==> src/rtl/mem_pkg.sv <==
// Shared encodings for the memory-access stage: access sizes, exception codes,
// FSM states and the byte-strobe patterns used by stores.
package mem_pkg;

    localparam logic [1:0] SZ_BYTE = 2'b00;
    localparam logic [1:0] SZ_HALF = 2'b01;
    localparam logic [1:0] SZ_WORD = 2'b10;

    localparam logic [1:0] EXC_NONE     = 2'b00;
    localparam logic [1:0] EXC_MISALIGN = 2'b01;
    localparam logic [1:0] EXC_TIMEOUT  = 2'b10;

    localparam logic [3:0] STRB_BYTE = 4'b0001;
    localparam logic [3:0] STRB_HALF = 4'b0011;
    localparam logic [3:0] STRB_WORD = 4'b1111;

    typedef enum logic {
        S_IDLE   = 1'b0,
        S_ACCESS = 1'b1
    } state_e;

    // The reserved size code 2'b11 is handled exactly like a word.
    function automatic logic is_misaligned(input logic [1:0] size, input logic [1:0] off);
        case (size)
            SZ_BYTE: return 1'b0;
            SZ_HALF: return off[0];
            default: return off != 2'b00;
        endcase
    endfunction

    function automatic logic [3:0] store_strobe(input logic [1:0] size, input logic [1:0] off);
        case (size)
            SZ_BYTE: return STRB_BYTE << off;
            SZ_HALF: return STRB_HALF << off;
            default: return STRB_WORD;
        endcase
    endfunction

endpackage

==> src/rtl/mem_stage_load_align.sv <==
// Load-data alignment: picks the addressed byte/half lane out of the read word
// and sign- or zero-extends it to 32 bits.
module load_align
    import mem_pkg::*;
(
    input  logic [31:0] rdata,
    input  logic [1:0]  offset,
    input  logic [1:0]  size,
    input  logic        is_unsigned,
    output logic [31:0] data
);

    logic [31:0] shifted;

    assign shifted = rdata >> {offset, 3'b000};

    always_comb begin
        data = shifted;
        case (size)
            SZ_BYTE: data = {{24{~is_unsigned & shifted[7]}}, shifted[7:0]};
            SZ_HALF: data = {{16{~is_unsigned & shifted[15]}}, shifted[15:0]};
            default: data = shifted;
        endcase
    end

endmodule

==> src/rtl/mem_stage.sv <==
// Memory-access pipeline stage: drives the req/ack data port and registers MEM/WB.
// Optional ack watchdog enabled by defining MEM_STAGE_TIMEOUT_EN.
module mem_stage
    import mem_pkg::*;
#(
    parameter int ADDR_W         = 32,
    parameter int TIMEOUT_CYCLES = 64
) (
    input  logic              clk,
    input  logic              rst_n,
    input  logic              ex_valid,
    output logic              ex_ready,
    input  logic [31:0]       ex_alu_result,
    input  logic [31:0]       ex_store_data,
    input  logic [4:0]        ex_rd,
    input  logic              ex_reg_write,
    input  logic              ex_mem_read,
    input  logic              ex_mem_write,
    input  logic [1:0]        ex_size,
    input  logic              ex_unsigned,
    input  logic              flush,
    output logic              dmem_req,
    output logic              dmem_we,
    output logic [ADDR_W-1:0] dmem_addr,
    output logic [31:0]       dmem_wdata,
    output logic [3:0]        dmem_wstrb,
    input  logic              dmem_ack,
    input  logic [31:0]       dmem_rdata,
    output logic              wb_valid,
    output logic [31:0]       wb_data,
    output logic [4:0]        wb_rd,
    output logic              wb_reg_write,
    output logic [1:0]        wb_exc,
    output logic              dbg_state
);

    // Handshake: execute hands over an op on a cycle with ex_valid && ex_ready;
    // the memory request (dmem_req and its payload) stays stable until the cycle
    // dmem_ack is seen high, and ack while dmem_req is low has no effect.
    state_e              state_q, state_d;
    logic                req_q, req_d, we_q, we_d;
    logic [ADDR_W-1:0]   addr_q, addr_d;
    logic [31:0]         wdata_q, wdata_d;
    logic [3:0]          wstrb_q, wstrb_d;
    logic [1:0]          off_q, off_d, size_q, size_d;
    logic                uns_q, uns_d, load_q, load_d;
    logic [4:0]          rd_q, rd_d;
    logic                regw_q, regw_d, kill_q, kill_d;
    logic                wb_valid_q, wb_valid_d, wb_reg_write_q, wb_reg_write_d;
    logic [31:0]         wb_data_q, wb_data_d;
    logic [4:0]          wb_rd_q, wb_rd_d;
    logic [1:0]          wb_exc_q, wb_exc_d;
    logic [31:0]         load_val;
    logic                timeout;

    load_align u_load_align (
        .rdata       (dmem_rdata),
        .offset      (off_q),
        .size        (size_q),
        .is_unsigned (uns_q),
        .data        (load_val)
    );

`ifdef MEM_STAGE_TIMEOUT_EN
    localparam int CNT_W = $clog2(TIMEOUT_CYCLES + 1);
    logic [CNT_W-1:0] cnt_q, cnt_d;

    // cnt_q counts completed ACCESS cycles without ack; the last allowed one fires.
    assign timeout = (state_q == S_ACCESS) && (cnt_q == CNT_W'(TIMEOUT_CYCLES - 1));

    always_comb begin
        cnt_d = '0;
        if (state_q == S_ACCESS && !dmem_ack && !timeout) cnt_d = cnt_q + CNT_W'(1);
    end

    always_ff @(posedge clk or negedge rst_n) begin
        if (!rst_n) cnt_q <= '0;
        else        cnt_q <= cnt_d;
    end
`else
    logic unused_timeout_cycles;
    assign unused_timeout_cycles = (TIMEOUT_CYCLES != 0);
    assign timeout = 1'b0;
`endif

    always_comb begin
        state_d        = state_q;
        req_d          = req_q;
        we_d           = we_q;
        addr_d         = addr_q;
        wdata_d        = wdata_q;
        wstrb_d        = wstrb_q;
        off_d          = off_q;
        size_d         = size_q;
        uns_d          = uns_q;
        load_d         = load_q;
        rd_d           = rd_q;
        regw_d         = regw_q;
        kill_d         = kill_q;
        wb_valid_d     = 1'b0;
        wb_reg_write_d = 1'b0;
        wb_exc_d       = EXC_NONE;
        wb_data_d      = wb_data_q;
        wb_rd_d        = wb_rd_q;
        case (state_q)
            S_IDLE: begin
                if (ex_valid && !flush) begin
                    if (!(ex_mem_read || ex_mem_write)) begin
                        wb_valid_d     = 1'b1;
                        wb_data_d      = ex_alu_result;
                        wb_rd_d        = ex_rd;
                        wb_reg_write_d = ex_reg_write && (ex_rd != 5'd0);
                    end else if (is_misaligned(ex_size, ex_alu_result[1:0])) begin
                        wb_valid_d = 1'b1;
                        wb_data_d  = ex_alu_result;
                        wb_rd_d    = ex_rd;
                        wb_exc_d   = EXC_MISALIGN;
                    end else begin
                        state_d = S_ACCESS;
                        req_d   = 1'b1;
                        we_d    = ex_mem_write;
                        addr_d  = {ex_alu_result[ADDR_W-1:2], 2'b00};
                        wstrb_d = ex_mem_write ? store_strobe(ex_size, ex_alu_result[1:0]) : 4'b0000;
                        case (ex_size)
                            SZ_BYTE: wdata_d = {4{ex_store_data[7:0]}};
                            SZ_HALF: wdata_d = {2{ex_store_data[15:0]}};
                            default: wdata_d = ex_store_data;
                        endcase
                        off_d  = ex_alu_result[1:0];
                        size_d = ex_size;
                        uns_d  = ex_unsigned;
                        load_d = ex_mem_read;
                        rd_d   = ex_rd;
                        regw_d = ex_mem_read && ex_reg_write && (ex_rd != 5'd0);
                        kill_d = 1'b0;
                    end
                end
            end
            S_ACCESS: begin
                if (flush) kill_d = 1'b1;
                if (dmem_ack || timeout) begin
                    state_d = S_IDLE;
                    req_d   = 1'b0;
                    we_d    = 1'b0;
                    wstrb_d = 4'b0000;
                    kill_d  = 1'b0;
                    // A flush arriving on the ack cycle still kills the result.
                    if (!kill_q && !flush) begin
                        wb_valid_d = 1'b1;
                        wb_rd_d    = rd_q;
                        if (dmem_ack) begin
                            wb_data_d      = load_q ? load_val : 32'h0;
                            wb_reg_write_d = regw_q;
                        end else begin
                            wb_exc_d = EXC_TIMEOUT;
                        end
                    end
                end
            end
            default: state_d = S_IDLE;
        endcase
    end

    always_ff @(posedge clk or negedge rst_n) begin
        if (!rst_n) begin
            state_q        <= S_IDLE;
            req_q          <= 1'b0;
            we_q           <= 1'b0;
            addr_q         <= '0;
            wdata_q        <= 32'h0;
            wstrb_q        <= 4'b0000;
            off_q          <= 2'b00;
            size_q         <= 2'b00;
            uns_q          <= 1'b0;
            load_q         <= 1'b0;
            rd_q           <= 5'd0;
            regw_q         <= 1'b0;
            kill_q         <= 1'b0;
            wb_valid_q     <= 1'b0;
            wb_reg_write_q <= 1'b0;
            wb_exc_q       <= EXC_NONE;
            wb_data_q      <= 32'h0;
            wb_rd_q        <= 5'd0;
        end else begin
            state_q        <= state_d;
            req_q          <= req_d;
            we_q           <= we_d;
            addr_q         <= addr_d;
            wdata_q        <= wdata_d;
            wstrb_q        <= wstrb_d;
            off_q          <= off_d;
            size_q         <= size_d;
            uns_q          <= uns_d;
            load_q         <= load_d;
            rd_q           <= rd_d;
            regw_q         <= regw_d;
            kill_q         <= kill_d;
            wb_valid_q     <= wb_valid_d;
            wb_reg_write_q <= wb_reg_write_d;
            wb_exc_q       <= wb_exc_d;
            wb_data_q      <= wb_data_d;
            wb_rd_q        <= wb_rd_d;
        end
    end

    assign ex_ready     = (state_q == S_IDLE);
    assign dbg_state    = state_q;
    assign dmem_req     = req_q;
    assign dmem_we      = we_q;
    assign dmem_addr    = addr_q;
    assign dmem_wdata   = wdata_q;
    assign dmem_wstrb   = wstrb_q;
    assign wb_valid     = wb_valid_q;
    assign wb_data      = wb_data_q;
    assign wb_rd        = wb_rd_q;
    assign wb_reg_write = wb_reg_write_q;
    assign wb_exc       = wb_exc_q;

endmodule
==> config.mk <==
export PLATFORM = sky130hd
export DESIGN_NAME = mem_stage
export DESIGN_NICKNAME = d
export VERILOG_FILES = /design/src/rtl/mem_pkg.sv /design/src/rtl/mem_stage_load_align.sv /design/src/rtl/mem_stage.sv
export SDC_FILE = /design/constraint.sdc
export NUM_CORES = 1
export LEC_CHECK = 0
export CAP_MARGIN = 30
export CORE_ASPECT_RATIO = 2
export CORE_MARGIN = 4
export CORE_UTILIZATION = 45
export CTS_BUF_LIST = sky130_fd_sc_hd__clkbuf_2
export DETAILED_ROUTE_END_ITERATION = 7
export GPL_TIMING_DRIVEN = 1
export PLACE_DENSITY = 0.82
export SLEW_MARGIN = 20
export SYNTH_ARGS = -nofsm -noshare
export SYNTH_HDL_FRONTEND = slang
export SYNTH_SLANG_ARGS = --single-unit
==> constraint.sdc <==
create_clock -name clk -period 1.8 [get_ports clk]
set_input_delay 0.18 -clock clk [delete_from_list [all_inputs] [get_ports clk]]
set_output_delay 0.18 -clock clk [all_outputs]
set_load 0.005 [all_outputs]
==> flow_summary.toml, run 1 <==
[status]
outcome = "finished with violations"
failed_checks = "setup timing"

[timing]
achievable-frequency_ghz = 0.548
finalCritPeriodShare_pct = 101
timing.clock.skew_ns = 0.0374
report.final.slew_viol_count = 0
hold_viol_final = 0
finalWorstPathRequiredPeriod_ns = 1.82
final_critical_path_setup_slack_ns = -0.0234
rsz0062_at_grt = "yes"
setup_violations = 3

[critical_path]
critical_path_max_stage_delay_ns = 0.49
crit_arrival_ns = 2.40
crit_path_start = "off_q[1]"
critPathMaxFanout = 20
critical_path_buf_inv_count = 1
path_cells = "buf_4 > mux2i_1 > nor2_1 > a21oi_1 > a21oi_1 > o22a_1"
crit_path_start_kind = "flop"
worst_path_most_repeated_cell = "a21oi_1"
required_time_reported_for_the_critical_path_endpoint_ns = 2.38
critPathCaptureType = "flop"
category_of_the_most_critical_setup_path = "reg -> reg"
crit-reg2reg-launch = "off_q[1]"
slowest_stage_cell_on_the_critical_path = "dfrtp_2"
timing.critical_path.max_delay_family = "compound AO/OA/AOI/OAI gates"

[yosys]
synthesis.instances = 615
synth.top_cell.area_share_pct = 51.4
mean_instance_size_in_the_synthesized_netlist_sq_um = 9.65
synth_top_cell_by_area = "dfrtp_1"
yosys_register_bits = 122
synthDistinctLibCells = 43
warning_count_from_the_yosys_run = 0
mappedNetlistArea_sq_um = 5940
synth_enable_flop_cells = 0
synth.area.top_cells = "dfrtp_1 51%, nand2_1 8.6%, mux2i_1 7.6%"
ys_seq_area_share_pct = 51.4
synth-main-ff-cell = "dfrtp_1"
async_set_reset_flop_share_out_of_synthesis_pct = 100

[route]
post_drt_wl_per_cell_um = 20.0
drtPass1Iterations = 5
routed_via_density = 5.51
routed_wirelength_um = 21600
drtAntennaViolNets = 0
routed-via-count = 5949
drc = 0
detail_route.iter0.violations = 309

[global_routing]
grt_start_max_net_pins = 47
number_of_global_route_vias_before_repair = 6208
grt_first_pass_wirelength_um = 32200
globalRouteTotalUtil_pct = 28.1
grt-ovfl-total = 0
grt_antenna_before_repair = 0

[power]
power-per-cell-area_nw_per_um2 = 1030
p_leak_nw = 4.80
ir_drop_v = 0.000628
totalPowerFinal_mw = 9.55

[clocking]
cts_buf_count = 17
cts_tree = "done"
clock_insertion_delay_at_the_later_pin_of_the_skew_report_ns = 0.68
ctsRootBufferMaster = "clkbuf_2"
cts_num_sinks = 122
clockBufferDepth = 2
ctsHtreeMaxLevel = 4
clk_transition_reported_paths_ns = 0.19

[final_layout]
diodes = 0
finalNetCount = 1027
final_layout_size_suffix_gt1_share_pct = 19.4
areaGrowthSynthToFinish_pct = 56.9
finish.utilization_pct = 71.7
fill_cells = 992
commonest_non_fill_non_tap_cell_in_the_layout = "nand2_1"
layout.cells.most_common_list = "135 x nand2_1, 121 x dfrtp_1, 116 x clkdlybuf4s50_1"

[floorplan]
dieHeight_um = 170
fp.dieW_um = 89.2
design.portCount = 225
num_rows = 59
die_area_sq_um = 15200
initial_core_utilization_pct = 45.7
core-area_sq_um = 13000

[placement]
gp_congestion = 0.919
place_hpwl_um = 16000
numPortBuffers = 221

[run]
number_of_maximum_capacitance_constraint_violations = 0

[hold_path]
min-delay-path-class = "in -> reg"
hold_start = "ex_alu_result[27]"
-- registers in the layout (all words and copies together) (netlist names), 2 cells and up --
register,flops
off_q,2
dmem_wstrb,4
rd_q,5
dmem_addr,30
size_q,2
wb_data,32
wb_rd,5
dmem_wdata,32
-- power breakdown --
part	internal, mW	total, mW	leakage [nW]	switching, mW
sequential	3.44	3.86	1.50	0.417
combinational	2.02	3.71	3.13	1.69
clock	0.904	1.98	0.166	1.08
-- final timing paths --
check                           slack (ns)  cells after the start            end
worst max-delay path                 -0.02                      6    wb_data[13]
worst min-delay path                  0.06                      3  dmem_addr[27]
worst max register to register       -0.02                      6    wb_data[13]
worst min register to register        0.50                      2  dmem_addr[29]
max in group asynchronous             0.93                      4      size_q[0]
min in group asynchronous             0.56                      4  dmem_wdata[5]
-- synth_stat cells, drive strengths merged, types with 2 or more instances --
library cell,count
nand2,136
dfrtp,122
o21ai,52
mux2i,46
a21oi,45
buf,34
nor2,33
mux2,24
nand3,24
clkbuf,18
nor2b,11
o211ai,9
a21boi,8
a32oi,8
o22a,8
a211o,7
a21o,7
nand2b,3
clkinv,2
nor4,2
or2,2
-- stage by stage --
stage	instances	instance area, sq um	setup WS (ns)	TNS [ns]	hold slack (ns)
2_1_floorplan	617	5940	0.147	0	-0.116
3_3_place_gp	1009	8690	-0.217	-4.76	0.116
3_5_place_dp	1009	8690	-0.271	-7.74	0.121
4_1_cts	1066	9100	0.000294	0	0.000449
5_1_grt	1080	9320	-0.0785	-0.491	0.0108
6_report	1080	9320	-0.0234	-0.0513	0.0570
-- what timing repair did --
item                       CTS  global route
setup endpoints to repair   99            55
buffers inserted            20            14
pin swaps                    1             0
hold buffers                 4             0
hold endpoints to repair   123             0
resized for setup           79            41
cloned                       1             0
-- worst register-to-register path, cell delays in order, from the launching register on --
cell and delay, ns:
dfrtp_2 0.49, buf_4 0.28, mux2i_1 0.31, nor2_1 0.08, a21oi_1 0.27, a21oi_1 0.13, o22a_1 0.19
-- cells by family after synthesis --
| logic type | synth area share, % |
|---|---|
| multiplexers | 12.5 |
| AO/OA/AOI/OAI | 16.0 |
| other | 0.0632 |
| flip-flops | 51.4 |
| buffers and inverters | 4.72 |
| AND/OR/NAND/NOR | 15.3 |
-- routing by layer --
metal,part of all wire [%],vias to the layer above,GRT usage [%]
met3,7.6,65,5.86
met1,33,2860,29.8
met4,4.7,0,13.5
met2,55,291,50.9
met5,0,-,0
li1,-,2733,-
-- layout make-up --
type	count	area (sq um)	share of cell area (%)
timing repair buffer	330	3120	33.5
sequential	122	3050	32.8
multi-input combinational	441	2670	28.7
tap	152	190	2.04
clock inverter	14	179	1.92
clock buffer	18	90.1	0.967
inverter	3	12.5	0.134
Power figures use the tool's default switching activity.
==> run 2, diff against run 1 <==
SETUP_SLACK_MARGIN = 0.1   (was default)
==> run 2 against run 1 <==
Effect of this change: the run still ends with setup timing left; clock skew about the same; worst hold slack lost 0.0032 ns; die area did not move; fmax decreased by 1.6%; sequential share of layout area shrank 0.84 points; first-iteration DRC count up 11%; highest routed layer unchanged.
==> flow_summary.toml, run 2 (synthesized netlist as in run 1, its figures left out) <==
[global_routing]
grt_antenna_before_repair = 0
use_met1_pct = 29.4
grt_most_used_layer = "met2"
grt_start_max_net_pins = 47
grt_first_pass_wirelength_um = 32400
gr-usage-met2_pct = 51.3
globalRouteTotalUtil_pct = 28.3
grt.met3_usage_pct = 6.15
grt-ovfl-total = 0
number_of_global_route_vias_before_repair = 6312

[final_layout]
multi_input_area_sq_um = 2890
commonest_non_fill_non_tap_cell_in_the_layout = "nand2_1"
layout.cells.most_common_list = "134 x nand2_1, 121 x dfrtp_1, 110 x clkdlybuf4s50_1"
final_layout_size_suffix_gt1_share_pct = 23.4
diodes = 0
fill_cells = 954
layoutNonFillerInstCount = 1087
finish.utilization_pct = 73.6
final_area_sq_um = 9560
register_area_sq_um = 3050
areaGrowthSynthToFinish_pct = 61.0
finalNetCount = 1034

[timing]
setup_violations = 6
timing.clock.skew_ns = 0.0378
finalCritPeriodShare_pct = 103
achievable-frequency_ghz = 0.540
final_critical_path_setup_slack_ns = -0.0535
final.setup.tns_ns = -0.111
finalWorstPathRequiredPeriod_ns = 1.85
rsz0062_at_grt = "yes"
report.final.slew_viol_count = 0
hold_viol_final = 0
fin_worst_hold_slack_ns = 0.0537

[clocking]
clockBufferDepth = 2
cts_buf_count = 17
cts_num_sinks = 122
cts_tree = "done"
clock_insertion_delay_at_the_later_pin_of_the_skew_report_ns = 0.67
ctsHtreeMaxLevel = 4
ctsRootBufferMaster = "clkbuf_2"
clk_transition_reported_paths_ns = 0.20

[critical_path]
crit_arrival_ns = 2.43
critical_path_max_stage_delay_ns = 0.50
worst_path_most_repeated_cell = "buf_4"
category_of_the_most_critical_setup_path = "reg -> reg"
critPathMaxFanout = 10
required_time_reported_for_the_critical_path_endpoint_ns = 2.38
slowest_stage_cell_on_the_critical_path = "dfrtp_2"
path_cells = "buf_4 > buf_6 > buf_4 > clkbuf_16 > o21ai_0 > nand3_2 > a21oi_1"
r2r_depth = 7
reg2reg_slack_ns = -0.05
crit_path_start_kind = "flop"
critPathCaptureType = "flop"

[route]
routed_via_density = 5.59
post_drt_wl_per_cell_um = 20.2
drc = 0
drtPass1Iterations = 5
detail_route.iter0.violations = 342
routed_wirelength_um = 21900
drtAntennaViolNets = 0
routed-via-count = 6075

[status]
failed_checks = "setup timing"
outcome = "finished with violations"

[power]
ir_drop_v = 0.000635
p_leak_nw = 4.58
power-per-cell-area_nw_per_um2 = 1030
totalPowerFinal_mw = 9.84

[floorplan]
fp.dieW_um = 89.2
die_area_sq_um = 15200
num_rows = 59
core-area_sq_um = 13000
initial_core_utilization_pct = 45.7
dieHeight_um = 170
design.portCount = 225

[placement]
placement.cell_area_sq_um = 8690
dpl_worst_slack_ns = -0.271
dp_cells = 1009
gp_congestion = 0.919
place_hpwl_um = 16000
numPortBuffers = 221

[hold_path]
hold_depth = 3
min-delay-path-class = "in -> reg"

[run]
number_of_maximum_capacitance_constraint_violations = 0
==> run 2: cell count changes in the layout (fill, tap and decap cells not counted), sizes merged <==
cell           previous run  this run
buf                     108       113
clkbuf                   18        21
clkdlybuf4s50           116       110
dlygate4sd2              70       108
dlymetal6s2s             33         0
==> run 2: cell type report <==
| cell class | count | share of cell area, % |
|---|---|---|
| timing repair buffer | 337 | 32.8 |
| sequential | 122 | 32.0 |
| multi-input combinational | 441 | 30.3 |
| tap | 152 | 1.99 |
| clock inverter | 14 | 1.87 |
| clock buffer | 18 | 0.942 |
| inverter | 3 | 0.157 |
==> run 2: power breakdown <==
| group | internal, mW | leakage [nW] | switching, mW |
|---|---|---|---|
| sequential | 3.44 | 1.50 | 0.412 |
| combinational | 2.15 | 2.91 | 1.86 |
| clock | 0.904 | 0.166 | 1.07 |
| total | 6.49 | 4.58 | 3.35 |
==> run 2: path summary, 6_finish.rpt <==
kind | startpoint | to
hold reg to reg | dmem_addr[13] | dmem_addr[13]
hold / removal | ex_alu_result[27] | dmem_addr[27]
setup reg to reg | off_q[1] | wb_data[22]
min in group asynchronous | rst_n | dmem_wdata[5]
setup / recovery | off_q[1] | wb_data[22]
max in group asynchronous | rst_n | size_q[0]
==> run 2: worst max-delay path, delay by kind of cell, from the launching register on <==
kind / cells / cell delay [ns]
buf+inv: 4 / 0.55
compound gates: 2 / 0.55
flops: 1 / 0.50
simple gates: 1 / 0.16
==> run 2: per-layer routing <==
metal | vias to the layer above | share of wire, %
met3 | 72 | 7.3
met4 | 0 | 5.0
li1 | 2746 | -
met5 | - | 0
met1 | 2934 | 33
met2 | 323 | 54
==> run 2: repair_timing <==
item                                   CTS  global route
setup endpoints to repair              139            33
endpoints found under the hold margin  123             0
setup buffers                           31             7
pin swaps                               11            18
cloned                                   1             3
hold buffers                             4             0
gates resized for setup                148            42
